File: src/rtl/xlink_rx_decoder_pkg.sv
// XLink receive decoder shared definitions.
// Token geometry, decoder state encoding and token assembly helper.
package xlink_rx_decoder_pkg;

  localparam int XLINK_TOKEN_W        = 9;
  localparam int XLINK_SYMS_PER_TOKEN = 10;
  localparam int XLINK_TYPE_BIT       = 8;

  typedef logic [XLINK_TOKEN_W-1:0] token_t;

  typedef enum logic [1:0] {
    ST_IDLE = 2'd0,
    ST_RECV = 2'd1,
    ST_DONE = 2'd2
  } dec_state_e;

  // Symbols land MSB first: eight value bits,
  // then the type bit, then the parity symbol.
  function automatic token_t make_token(
    input logic [XLINK_SYMS_PER_TOKEN-1:0] sh
  );
    token_t t;
    t = '0;
    t[XLINK_TYPE_BIT]  = sh[1];
    t[7:0]             = sh[9:2];
    return t;
  endfunction

endpackage

File: src/rtl/xlink_rx_sync.sv
// XLink wire-pair synchronizer and transition detector.
// Bit 0 is wire 0, bit 1 is wire 1.
module xlink_rx_sync (
  input  logic       clk,
  input  logic       reset,
  input  logic       rx_0,
  input  logic       rx_1,
  output logic [1:0] sync,
  output logic [1:0] edges
);

  logic [1:0] meta;
  logic [1:0] prev;

  // Two-flop synchronizer plus a previous-value stage.
  always_ff @(posedge clk or posedge reset) begin
    if (reset) begin
      meta <= 2'b00;
      sync <= 2'b00;
      prev <= 2'b00;
    end else begin
      meta <= {rx_1, rx_0};
      sync <= meta;
      prev <= sync;
    end
  end

  // A set bit marks a wire that changed this cycle.
  always_comb begin
    edges = sync ^ prev;
  end

endmodule

File: src/rtl/xlink_rx_decoder.sv
// XLink receive decoder: symbol assembly,
// error pulses and a small show-ahead token queue.
module xlink_rx_decoder
  import xlink_rx_decoder_pkg::*;
#(
  parameter int FIFO_DEPTH     = 4,
  parameter int TIMEOUT_CYCLES = 1024,
  parameter int TO_W           = 10
) (
  input  logic       clk,
  input  logic       reset,
  input  logic       rx_0,
  input  logic       rx_1,
  output logic       out_valid,
  input  logic       out_ready,
  output logic [8:0] out_token,
  output logic       framing_err,
  output logic       parity_err,
  output logic       timeout_err,
  output logic       overflow,
  output logic       busy
);

  localparam int PW = $clog2(FIFO_DEPTH);
  localparam logic [TO_W-1:0] TO_LAST =
    TO_W'(TIMEOUT_CYCLES - 1);
  localparam logic [TO_W-1:0] TO_ONE =
    TO_W'(1);
  localparam logic [3:0] CNT_LAST =
    4'(XLINK_SYMS_PER_TOKEN - 1);

  logic [1:0] sync;
  logic [1:0] edges;

  dec_state_e state, state_n;
  logic [3:0] count, count_n;
  logic [9:0] shift, shift_n;
  logic [TO_W-1:0] to_cnt, to_n;

  logic push;
  logic fe_n, pe_n, te_n, ov_n;

  token_t mem [FIFO_DEPTH];
  logic [PW:0] wr_ptr, rd_ptr;
  logic full, empty, pop, wr_en;
  token_t token;

  xlink_rx_sync u_sync (
    .clk   (clk),
    .reset (reset),
    .rx_0  (rx_0),
    .rx_1  (rx_1),
    .sync  (sync),
    .edges (edges)
  );

  assign token = make_token(shift);

  assign empty = (wr_ptr == rd_ptr);
  assign full  = (wr_ptr[PW] != rd_ptr[PW]) &&
                 (wr_ptr[PW-1:0] == rd_ptr[PW-1:0]);
  assign pop   = !empty && out_ready;
  assign wr_en = push && (!full || pop);

  assign out_valid = !empty;
  assign out_token = mem[rd_ptr[PW-1:0]];
  assign busy      = (count != 4'd0);

  // Decoder state register and symbol datapath.
  always_ff @(posedge clk or posedge reset) begin
    if (reset) begin
      state  <= ST_IDLE;
      count  <= 4'd0;
      shift  <= 10'd0;
      to_cnt <= '0;
    end else begin
      state  <= state_n;
      count  <= count_n;
      shift  <= shift_n;
      to_cnt <= to_n;
    end
  end

  // Next-state, symbol shifting and error detection.
  always_comb begin
    state_n = state;
    count_n = count;
    shift_n = shift;
    to_n    = to_cnt;
    push    = 1'b0;
    fe_n    = 1'b0;
    pe_n    = 1'b0;
    te_n    = 1'b0;
    ov_n    = 1'b0;
    if (edges == 2'b11) begin
      fe_n    = 1'b1;
      state_n = ST_IDLE;
      count_n = 4'd0;
      shift_n = 10'd0;
      to_n    = '0;
    end else begin
      unique case (state)
        ST_IDLE: begin
          if (edges != 2'b00) begin
            state_n = ST_RECV;
            count_n = 4'd1;
            shift_n = {9'd0, edges[1]};
            to_n    = '0;
          end
        end
        ST_RECV: begin
          if (edges != 2'b00) begin
            shift_n = {shift[8:0], edges[1]};
            count_n = count + 4'd1;
            to_n    = '0;
            if (count == CNT_LAST) begin
              state_n = ST_DONE;
            end
          end else if (to_cnt == TO_LAST) begin
            te_n    = 1'b1;
            state_n = ST_IDLE;
            count_n = 4'd0;
            shift_n = 10'd0;
            to_n    = '0;
          end else begin
            to_n = to_cnt + TO_ONE;
          end
        end
        ST_DONE: begin
          push    = 1'b1;
          pe_n    = (sync != 2'b00);
          ov_n    = full && !pop;
          state_n = ST_IDLE;
          count_n = 4'd0;
          shift_n = 10'd0;
          to_n    = '0;
        end
        default: begin
          state_n = ST_IDLE;
          count_n = 4'd0;
          shift_n = 10'd0;
          to_n    = '0;
        end
      endcase
    end
  end

  // Error pulses are registered for one clean cycle.
  always_ff @(posedge clk or posedge reset) begin
    if (reset) begin
      framing_err <= 1'b0;
      parity_err  <= 1'b0;
      timeout_err <= 1'b0;
      overflow    <= 1'b0;
    end else begin
      framing_err <= fe_n;
      parity_err  <= pe_n;
      timeout_err <= te_n;
      overflow    <= ov_n;
    end
  end

  // Token queue storage and wrap-bit pointers.
  always_ff @(posedge clk or posedge reset) begin
    if (reset) begin
      wr_ptr <= '0;
      rd_ptr <= '0;
      for (int i = 0; i < FIFO_DEPTH; i++) begin
        mem[i] <= '0;
      end
    end else begin
      if (wr_en) begin
        mem[wr_ptr[PW-1:0]] <= token;
        wr_ptr <= wr_ptr + 1'b1;
      end
      if (pop) begin
        rd_ptr <= rd_ptr + 1'b1;
      end
    end
  end

endmodule

File: config.mk
export PLATFORM = sky130hd
export DESIGN_NAME = xlink_rx_decoder
export DESIGN_NICKNAME = d
export VERILOG_FILES = /design/src/rtl/xlink_rx_decoder_pkg.sv /design/src/rtl/xlink_rx_sync.sv /design/src/rtl/xlink_rx_decoder.sv
export SDC_FILE = /design/constraint.sdc
export NUM_CORES = 1
export LEC_CHECK = 0
export CAP_MARGIN = 20
export CORE_UTILIZATION = 45
export CTS_CLUSTER_DIAMETER = 200
export DETAILED_ROUTE_END_ITERATION = 7
export GPL_TIMING_DRIVEN = 0
export HOLD_SLACK_MARGIN = 0.1
export PLACE_DENSITY = 0.72
export SLEW_MARGIN = 25
export SYNTH_ARGS = -nofsm -noshare
export SYNTH_HDL_FRONTEND = slang
export SYNTH_SLANG_ARGS = --single-unit
File: constraint.sdc
create_clock -name clk -period 5.9 [get_ports clk]
set_clock_uncertainty 0.1 [all_clocks]
set_input_delay 0.885 -clock clk [delete_from_list [all_inputs] [get_ports clk]]
set_output_delay 0.885 -clock clk [all_outputs]
set_load 0.02 [all_outputs]
==> flow_metrics.env, run 1 <==
export IMPL_status="complete, no violations"
export IMPL_preCtsSetupSlack_ps=2753
export IMPL_die_h_um=90.50
export IMPL_grt_pass1_vias=2179
export IMPL_synthFlopType="dfrtp_1"
export IMPL_ios=20
export IMPL_hold_class="flip-flop to flip-flop"
export IMPL_via_count=2176
export IMPL_initial_core_util_pct=47.58
export IMPL_syn_area_per_cell_um2=12.82
export IMPL_seq_area_um2=1952
export IMPL_first_pass_iters=4
export IMPL_finalSetupViolCount=0
export IMPL_design_area_um2=4123
export IMPL_clock_fmax_mhz=288.5
export IMPL_ys_warn_count=0
export IMPL_synth_top_cells_by_count="dfrtp_1 (78), mux2_2 (38), nand2_1 (28)"
export IMPL_clk_latency_ps=340
export IMPL_fin_util_pct=55.65
export IMPL_core_area_um2=7408
export IMPL_p_leak_nw=1.854
export IMPL_layout_setup_ws_ps=2434
export IMPL_die_w_um=90.50
export IMPL_cts_sinks=78
export IMPL_clkTransAtPathRegs_ps=80
export IMPL_ant_nets=0
export IMPL_synth_cell_type_count=40
export IMPL_tns_ps=0
export IMPL_yosysMostFrequentCell="dfrtp_1"
export IMPL_synth_top_family_by_area="multiplexers"
export IMPL_synth_mux_area_share_pct=17.89
export IMPL_tightest_slew_ps=808.9
export IMPL_diodes=0
export IMPL_hold_start="u_sync.meta[0]"
export IMPL_antenna_found_initial=0
export IMPL_rrSetupSlack_ps=3150
export IMPL_clockBufferDepth=2
export IMPL_die_area_um2=8190
export IMPL_async_reset_ff_share_pct=100.0
export IMPL_ir_worst_vdd_uv=138.5
export IMPL_cts_tree="yes"
export IMPL_ctsResizeCount=0
export IMPL_hpwl_mm=4.088
export IMPL_relSlewSlack_pct=45.96
export IMPL_hold_buffers=0
export IMPL_whs_endpoint="u_sync.sync[0]"
export IMPL_routed_via_density=5.307
export IMPL_regToRegStartpoint="u_sync.sync[1]"
export IMPL_dp_cells=394
export IMPL_cts_setup_buffers=0
export IMPL_seq_area_frac_synth_pct=55.38
export IMPL_gp_congestion=0.7962
export IMPL_grt_pass1_wl_mm=10.54
export IMPL_syn_to_final_growth_pct=16.97
export IMPL_drt_iter0_drc=59
export IMPL_drc=0
export IMPL_avgRoutedWirePerCell_um=14.75
export IMPL_postSynthCellCount=275
export IMPL_synth_nets=292
export IMPL_synth_xor_area_share_pct=3.727
export IMPL_synth_compound_area_share_pct=5.715
export IMPL_stdcell_count=410
export IMPL_cts_root_buf="clkbuf_8"
export IMPL_overflow=0
export IMPL_synth_top_cell_by_area="dfrtp_1"
export IMPL_place_port_buffers=19
export IMPL_critPathKind="flip-flop to primary output"
export IMPL_synth_top_area_share_pct=55.38
export IMPL_grt_util_all_layers_pct=16.56
export IMPL_grt_start_max_net_pins=49
export IMPL_nNetsFinal=323
export IMPL_placed_area_um2=3869
export IMPL_fin_crit_ps=3466
export IMPL_min_path_cells=0
export IMPL_rsz0062_at_grt="false"
export IMPL_finalCritPeriodShare_pct=58.75
export IMPL_reg2reg_to="mem[8]"
export IMPL_fillers=598
export IMPL_drive_gt1_share_pct=23.79
export IMPL_synth_edf_count=0
export IMPL_drv_slew=0
export IMPL_synthTopCellsByArea="dfrtp_1 (55%), mux2_2 (12%), mux4_2 (5.8%)"
export IMPL_wl_mm=6.046
export IMPL_ys_ff_latch=78
export IMPL_crit_fanout=10
export IMPL_synthAdderAreaFrac_pct=4.260
export IMPL_multi_input_area_um2=1496
export IMPL_crit_path_start_kind="flip-flop"
export IMPL_synth_simple_area_share_pct=10.86
export IMPL_critPathCaptureType="primary output"
export IMPL_rr_worst_depth=7
export IMPL_rows=31
export IMPL_p_total_mw=1.518
export IMPL_cellPowerDensity_nw_per_um2=368.2
export IMPL_cp_arrival_ps=2480
export IMPL_timing_hold_ws_ps=252.3
export IMPL_htree_levels=3
export IMPL_hold_viol=0
export IMPL_numCtsBuffers=9
export IMPL_synth_area_um2=3525
export IMPL_cp_required_ps=4910
export IMPL_max_cap_violations=0
-- worst max-delay path: stages, from the launching register on --
cell and delay [ps]:
dfrtp_1 390, buf_1 590, mux4_2 600, clkdlybuf4s50_1 550
-- cells by family after synthesis --
family,count (synthesis)
AND/OR/NAND/NOR,74
XOR/XNOR,15
flip-flops,78
multiplexers,47
adder cells (fa/ha/maj),12
AO/OA/AOI/OAI,30
buffers and inverters,19
-- layout make-up --
cell class / count / area share, %
multi-input combinational: 178 / 36.30
timing repair buffer: 20 / 5.281
clock buffer: 10 / 3.338
sequential: 78 / 47.34
clock inverter: 6 / 2.822
tap: 99 / 3.005
buffer: 9 / 0.9408
inverter: 10 / 0.9712
-- cells in the final DEF (no fill, tap or decap), types with 3 or more instances in the layout --
cell             synthesis  final
ha_1                    12     12
bufinv_16                0      3
dfrtp_1                 78     78
clkbuf_8                 0     10
o21ai_0                 18     18
nand3_1                  9      9
nor2_1                  10     10
nand2_2                  4      4
clkbuf_1                 6      6
clkdlybuf4s50_1          0     19
xor2_1                   5      5
nand4_1                  4      4
inv_1                   10      9
xnor2_1                 10     10
mux2_2                  38     38
mux4_2                   9      9
nand2_1                 28     28
-- registers in the layout (all words and copies together) (netlist names) --
register,count
count,4
framing_err,1
mem,36
overflow,1
parity_err,1
rd_ptr,3
shift,10
state,2
timeout_err,1
to_cnt,10
u_sync.meta,2
u_sync.prev,2
u_sync.sync,2
wr_ptr,3
-- how the worst max path moves through the flow --
stage                          from            to  slack, ps  depth (start not counted)
after floorplan               reset      count[0]       2920                          1
after CTS                 rd_ptr[0]  out_token[4]       2370                          3
after detailed placement  rd_ptr[0]  out_token[4]       2750                          3
final                     rd_ptr[0]  out_token[4]       2430                          3
after global routing      rd_ptr[0]  out_token[4]       2280                          3
after global placement        reset       mem[10]       1720                          2
-- routing by layer --
layer	global-route usage [%]	vias to the layer above	wire, um
met5	0	-	0
met4	6.720	0	116
met3	4.125	12	139
met2	26.89	23	2891
met1	21.19	1101	2897
li1	-	1040	-
-- report_power, final --
| group | internal, mW | switching, mW |
|---|---|---|
| clock network | 0.296 | 0.200 |
| registers | 0.588 | 0.0472 |
| logic | 0.167 | 0.220 |
| total | 1.05 | 0.467 |
(Power assumes the default switching activity.)
==> inputs of run 2 (changes only) <==
clock period = 3.3 ns   (was 5.9 ns; I/O delays follow)
==> results of run 2 <==
Same layout as run 1 (identical final DEF). Status: complete, no violations.
Among the figures that moved: setup slack after placement 2753 ps -> 543.2 ps; setup slack after layout 2434 ps -> 224.0 ps; register-to-register setup slack 3150 ps -> 550 ps; total power 1.518 mW -> 2.714 mW; worst IR drop on VDD 138.5 uV -> 247.7 uV
